==> config.mk <==
export PLATFORM = sky130hd
export DESIGN_NAME = vga_frame_reader
export DESIGN_NICKNAME = d
export VERILOG_FILES = /design/src/rtl/vga_frame_reader.sv
export SDC_FILE = /design/constraint.sdc
export NUM_CORES = 1
export LEC_CHECK = 0
export BUFFER_PORTS_ARGS = -buffer_cell sky130_fd_sc_hd__buf_2
export CAP_MARGIN = 20
export CORE_MARGIN = 3
export CORE_UTILIZATION = 45
export DETAILED_ROUTE_END_ITERATION = 10
export PLACE_DENSITY = 0.81
export SLEW_MARGIN = 20
export SYNTH_ARGS = -nofsm -noshare
export SYNTH_HDL_FRONTEND = slang
export SYNTH_SLANG_ARGS = --single-unit
==> constraint.sdc <==
create_clock -name CLK -period 1.6 [get_ports CLK]
set_clock_uncertainty 0.15 [all_clocks]
set_input_delay 0 -clock CLK [delete_from_list [all_inputs] [get_ports CLK]]
set_output_delay 0 -clock CLK [all_outputs]
set_load 0.03 [all_outputs]
==> src/rtl/vga_frame_reader.sv <==
// Scans the 160x120 frame buffer in raster order and generates 640x480@60Hz VGA timing with 4x replication.
// Build option: define VGA_FULL_COLOUR_EN to output FB_DATA directly; otherwise FB_DATA[0] selects fg/bg colour.
module vga_frame_reader #(
  parameter int CLK_DIV   = 4,
  parameter int H_VISIBLE = 640,
  parameter int H_FP      = 16,
  parameter int H_SYNC    = 96,
  parameter int H_BP      = 48,
  parameter int V_VISIBLE = 480,
  parameter int V_FP      = 10,
  parameter int V_SYNC    = 2,
  parameter int V_BP      = 33
) (
  input  logic        CLK,
  input  logic        RESET,
  input  logic [15:0] CONFIG_COLOURS,
  output logic [14:0] FB_ADDR,
  input  logic [7:0]  FB_DATA,
  output logic        VGA_HS,
  output logic        VGA_VS,
  output logic [7:0]  VGA_COLOUR,
  output logic        FRAME_START
);

  localparam int H_TOTAL = H_VISIBLE + H_FP + H_SYNC + H_BP;
  localparam int V_TOTAL = V_VISIBLE + V_FP + V_SYNC + V_BP;
  localparam int DIV_W   = $clog2(CLK_DIV);

  localparam logic [DIV_W-1:0] DIV_LAST = DIV_W'(CLK_DIV - 1);
  localparam logic [9:0] H_LAST   = 10'(H_TOTAL - 1);
  localparam logic [9:0] V_LAST   = 10'(V_TOTAL - 1);
  localparam logic [9:0] H_VIS    = 10'(H_VISIBLE);
  localparam logic [9:0] V_VIS    = 10'(V_VISIBLE);
  localparam logic [9:0] HS_START = 10'(H_VISIBLE + H_FP);
  localparam logic [9:0] HS_END   = 10'(H_VISIBLE + H_FP + H_SYNC - 1);
  localparam logic [9:0] VS_START = 10'(V_VISIBLE + V_FP);
  localparam logic [9:0] VS_END   = 10'(V_VISIBLE + V_FP + V_SYNC - 1);

  logic [DIV_W-1:0] div_q, div_d;
  logic [9:0]       hcnt_q, hcnt_d;
  logic [9:0]       vcnt_q, vcnt_d;
  logic [14:0]      addr_q, addr_d;
  logic             hs_q, hs_d;
  logic             vs_q, vs_d;
  logic [7:0]       colour_q, colour_d;
  logic             frame_start_q, frame_start_d;
  logic             tick;
  logic             inVisible;
  logic [7:0]       pixel;
  logic             unused_bits;

  assign tick      = (div_q == DIV_LAST);
  assign inVisible = (hcnt_q < H_VIS) && (vcnt_q < V_VIS);

`ifdef VGA_FULL_COLOUR_EN
  assign pixel       = FB_DATA;
  assign unused_bits = ^CONFIG_COLOURS;
`else
  assign pixel       = FB_DATA[0] ? CONFIG_COLOURS[15:8] : CONFIG_COLOURS[7:0];
  assign unused_bits = ^FB_DATA[7:1];
`endif

  // At a TICK the counters still hold the pixel just finished, so the output
  // stage samples them (and the FB_DATA fetched for them) before they advance.
  always_comb begin
    div_d         = tick ? '0 : div_q + 1'b1;
    hcnt_d        = hcnt_q;
    vcnt_d        = vcnt_q;
    hs_d          = hs_q;
    vs_d          = vs_q;
    colour_d      = colour_q;
    addr_d        = inVisible ? {vcnt_q[8:2], hcnt_q[9:2]} : 15'd0;
    frame_start_d = tick && (hcnt_q == H_LAST) && (vcnt_q == V_LAST);
    if (tick) begin
      if (hcnt_q == H_LAST) begin
        hcnt_d = '0;
        vcnt_d = (vcnt_q == V_LAST) ? 10'd0 : vcnt_q + 1'b1;
      end else begin
        hcnt_d = hcnt_q + 1'b1;
      end
      hs_d     = !((hcnt_q >= HS_START) && (hcnt_q <= HS_END));
      vs_d     = !((vcnt_q >= VS_START) && (vcnt_q <= VS_END));
      colour_d = inVisible ? pixel : 8'h00;
    end
  end

  always_ff @(posedge CLK or posedge RESET) begin
    if (RESET) begin
      div_q         <= '0;
      hcnt_q        <= '0;
      vcnt_q        <= '0;
      addr_q        <= '0;
      hs_q          <= 1'b1;
      vs_q          <= 1'b1;
      colour_q      <= '0;
      frame_start_q <= 1'b0;
    end else begin
      div_q         <= div_d;
      hcnt_q        <= hcnt_d;
      vcnt_q        <= vcnt_d;
      addr_q        <= addr_d;
      hs_q          <= hs_d;
      vs_q          <= vs_d;
      colour_q      <= colour_d;
      frame_start_q <= frame_start_d;
    end
  end

  assign FB_ADDR     = addr_q;
  assign VGA_HS      = hs_q;
  assign VGA_VS      = vs_q;
  assign VGA_COLOUR  = colour_q;
  assign FRAME_START = frame_start_q;

endmodule

==> run metrics <==
deepest clock path buffer count 2; post-synthesis sequential area ratio 54.8%; largest family of logic cells by synthesized area simple AND/OR/NAND/NOR gates; most area-consuming cells after synthesis sky130_fd_sc_hd__dfrtp_1, sky130_fd_sc_hd__mux2_2, sky130_fd_sc_hd__and2_1; Pre-Repair DR Iteration Count 5; violated checks negative hold slack, negative setup slack; Synth top cells by count sky130_fd_sc_hd__dfrtp_1, sky130_fd_sc_hd__inv_1, sky130_fd_sc_hd__nand2_1, sky130_fd_sc_hd__o21ai_0; starting utilization of the core area roughly half; storage element area 1200 um^2; Crit Path Class reg2reg; post-synthesis cell area 2200 um^2; count of warnings emitted by yosys 0; number of max-capacitance violations reported 0; placer's final routability congestion estimate 0.871; relative max-transition margin 70.3%; worst r2r path cells 4; total power of the final layout 2430 uW; achievable frequency 536 MHz; final std cells w/o fill 369; hold path startpoint CONFIG_COLOURS[0]; ports placed on the boundary 52; Syn Inst Count roughly 200; worst reg2reg startpoint hcnt_q[5]; area share of and/or/nand/nor cells after synthesis approximately 21%; required time of the worst setup path 1650 ps; TritonCTS Sinks between 40 and 50; CORE AREA around 4500 um^2; Die X-Extent 75.9 um; post-synthesis net count 235; result of the run finished, violations left; share of the clock period used by the worst path 117%; setup-violating endpoint count in the final report 27; final sum of negative setup slack -3230 ps; portion of synthesized cell area occupied by the leading cell type a little over half; setup slack, reg-to-reg -270 ps; pwr/cell area 738 nW/um^2; root buffer cell sky130_fd_sc_hd__clkbuf_8; number of placed instances, taps included 336; CTS Buf Count 5; FP Rows 24; static leakage 0.00162 uW; critical-path maximum fanout 8; minimum setup slack in the final design -267 ps; Max Slew Vio Count 0; largest net degree at the start of global routing 30; area of the die 5760 um^2; count of distinct cell types in the synthesized netlist 43; Crit path arrival time 1910 ps; number of flops mapped to enable cells by yosys 0; element type at the critical path end flip-flop; compound-cell area share of the yosys netlist under 10%; initial antenna violation count 0; source-to-sink clock delay at the later pin of the worst-skew pair 310 ps; total gr overflow 0; Syn Area/Cell 10.8 um^2; proportion of register bits with asynchronous set or reset after synthesis 100%; type of the most critical hold path in2reg; maximum resistive drop on vdd 0.503 mV; crit path time final 1870 ps; reg-to-reg critical path endpoint vcnt_q[9]; H-Tree Depth 2; via-per-instance ratio 5.55; sink of the worst hold path VGA_COLOUR[0]; remaining antenna violation count after routing 0; Reg clk slew, reported paths 90 ps; detailed placement HPWL 3390 um; RSZ-0062 raised after global routing true; overall routing resource usage 22.2%; first-pass GRT wire length 9540 um; area share of fa/ha/maj cells after synthesis 2.85%; Final Routed Wirelength 6970 um; Hold Fails Final Rpt 2; ANT cells 0; die outline height 75.9 um; Nets 335; startpoint type of the worst setup path flip-flop; most used flip-flop cell after synthesis sky130_fd_sc_hd__dfrtp_1; Iteration-0 DRC Markers between 300 and 400; number of synthesized register bits 48; multi-input gate area in the final layout around 1000 um^2; average wire per standard cell 18.9 um; TritonCTS clock tree done; detailed-route DRC error count 0; count of vias placed by the detailed router 2048; final design utilization 72.5%; number of global-route vias before repair 1996; share of final-layout standard cells stronger than drive strength 1 between 40% and 50%; Tightest Pin Transition 445 ps; cell with the most instances after synthesis sky130_fd_sc_hd__dfrtp_1; mux share of post-synthesis cell area between 4 and 5%; worst slack on hold paths -32.5 ps; XOR/XNOR share of the synthesized area 3.59%; cell type with the largest total area after synthesis sky130_fd_sc_hd__dfrtp_1; Hold Path Cell Cnt 4; number of fillers in the final layout 258; area overhead of the layout relative to synthesis 49.7%; Buffers on Ports 44
-- stage by stage --
stage,instance area [um^2],setup WS (ps)
global placement,2740,-105
global route,3290,-358
detailed placement,2740,-177
floorplan,2220,-122
finish,3290,-267
CTS,3080,-180
-- final cells by class --
cell class              count  share of cell area [%]
clock buffers               5                    2.09
clock inverters             2                    1.83
inverters                  16                    1.83
multi-input cells         129                    31.4
flip-flops and latches     48                    36.6
well taps                  65                    2.47
repair buffers            104                    23.8
-- cell families after synthesis --
| kind of cell | count (synthesis) |
|---|---|
| and+or+nand+nor | 76 |
| DFF | 48 |
| AOI/OAI and AO/OA | 30 |
| buffers and inverters | 27 |
| xor gates and xnor gates | 9 |
| muxes | 9 |
| adders and majority gates | 5 |
-- placed cells by master, fill, tap and decap left out, types with 5 or more instances in the layout --
cell / instances
sky130_fd_sc_hd__and2_1: 14
sky130_fd_sc_hd__dlygate4sd3_1: 14
sky130_fd_sc_hd__buf_2: 43
sky130_fd_sc_hd__clkbuf_8: 5
sky130_fd_sc_hd__nand3_1: 14
sky130_fd_sc_hd__xor2_1: 7
sky130_fd_sc_hd__dfrtp_1: 45
sky130_fd_sc_hd__mux2_2: 8
sky130_fd_sc_hd__o21ai_1: 8
sky130_fd_sc_hd__nand2_1: 13
sky130_fd_sc_hd__buf_4: 36
sky130_fd_sc_hd__inv_1: 13
sky130_fd_sc_hd__buf_6: 7
-- layer usage --
metal / global-route usage [%] / vias to the layer above / share of wire [%]
li1: - / 900 / -
met1: 23.9 / 991 / 35
met2: 40.6 / 122 / 53
met3: 5.15 / 35 / 6.7
met4: 10.1 / 0 / 4.5
met5: 0 / - / 0
-- how the worst max path moves through the flow --
| stage | from | end | slack, ps | depth (start not counted) |
|---|---|---|---|---|
| finish | hcnt_q[5] | vcnt_q[9] | -270 | 4 |
| global route | hcnt_q[5] | vcnt_q[9] | -360 | 4 |
| CTS | hcnt_q[5] | vcnt_q[9] | -180 | 4 |
| detailed placement | hcnt_q[7] | vcnt_q[5] | -180 | 4 |
| global placement | hcnt_q[7] | vcnt_q[9] | -110 | 4 |
| floorplan | hcnt_q[7] | vcnt_q[9] | -120 | 4 |
-- state kept, by name (all words and copies together), names as in the netlist --
register	flops
hcnt_q	10
div_q	2
FRAME_START	1
vcnt_q	10
VGA_COLOUR	8
VGA_VS	1
VGA_HS	1
FB_ADDR	15
-- power breakdown --
part | leakage [uW] | switching, uW | internal [uW]
Sequential | 0.000619 | 9.41 | 1230
Clock | 0.0000642 | 401 | 615
Combinational | 0.000936 | 97.1 | 78.1
Total | 0.00162 | 508 | 1920
-- critical path, cell delays in order (launching register included) --
cell and delay [ps]:
sky130_fd_sc_hd__dfrtp_1 430, sky130_fd_sc_hd__nor4b_4 470, sky130_fd_sc_hd__nand4_4 240, sky130_fd_sc_hd__o31a_1 300, sky130_fd_sc_hd__a31o_1 180
-- repair_timing --
item | 4_1_cts | 5_1_grt
endpoints found under the hold margin | 54 | 2
pin swaps | 7 | 9
buffers inserted | 0 | 11
setup endpoints to repair | 17 | 27
cloned | 0 | 1
resized for setup | 13 | 37
hold buffers | 17 | 2
Power figures use the tool's default switching activity.
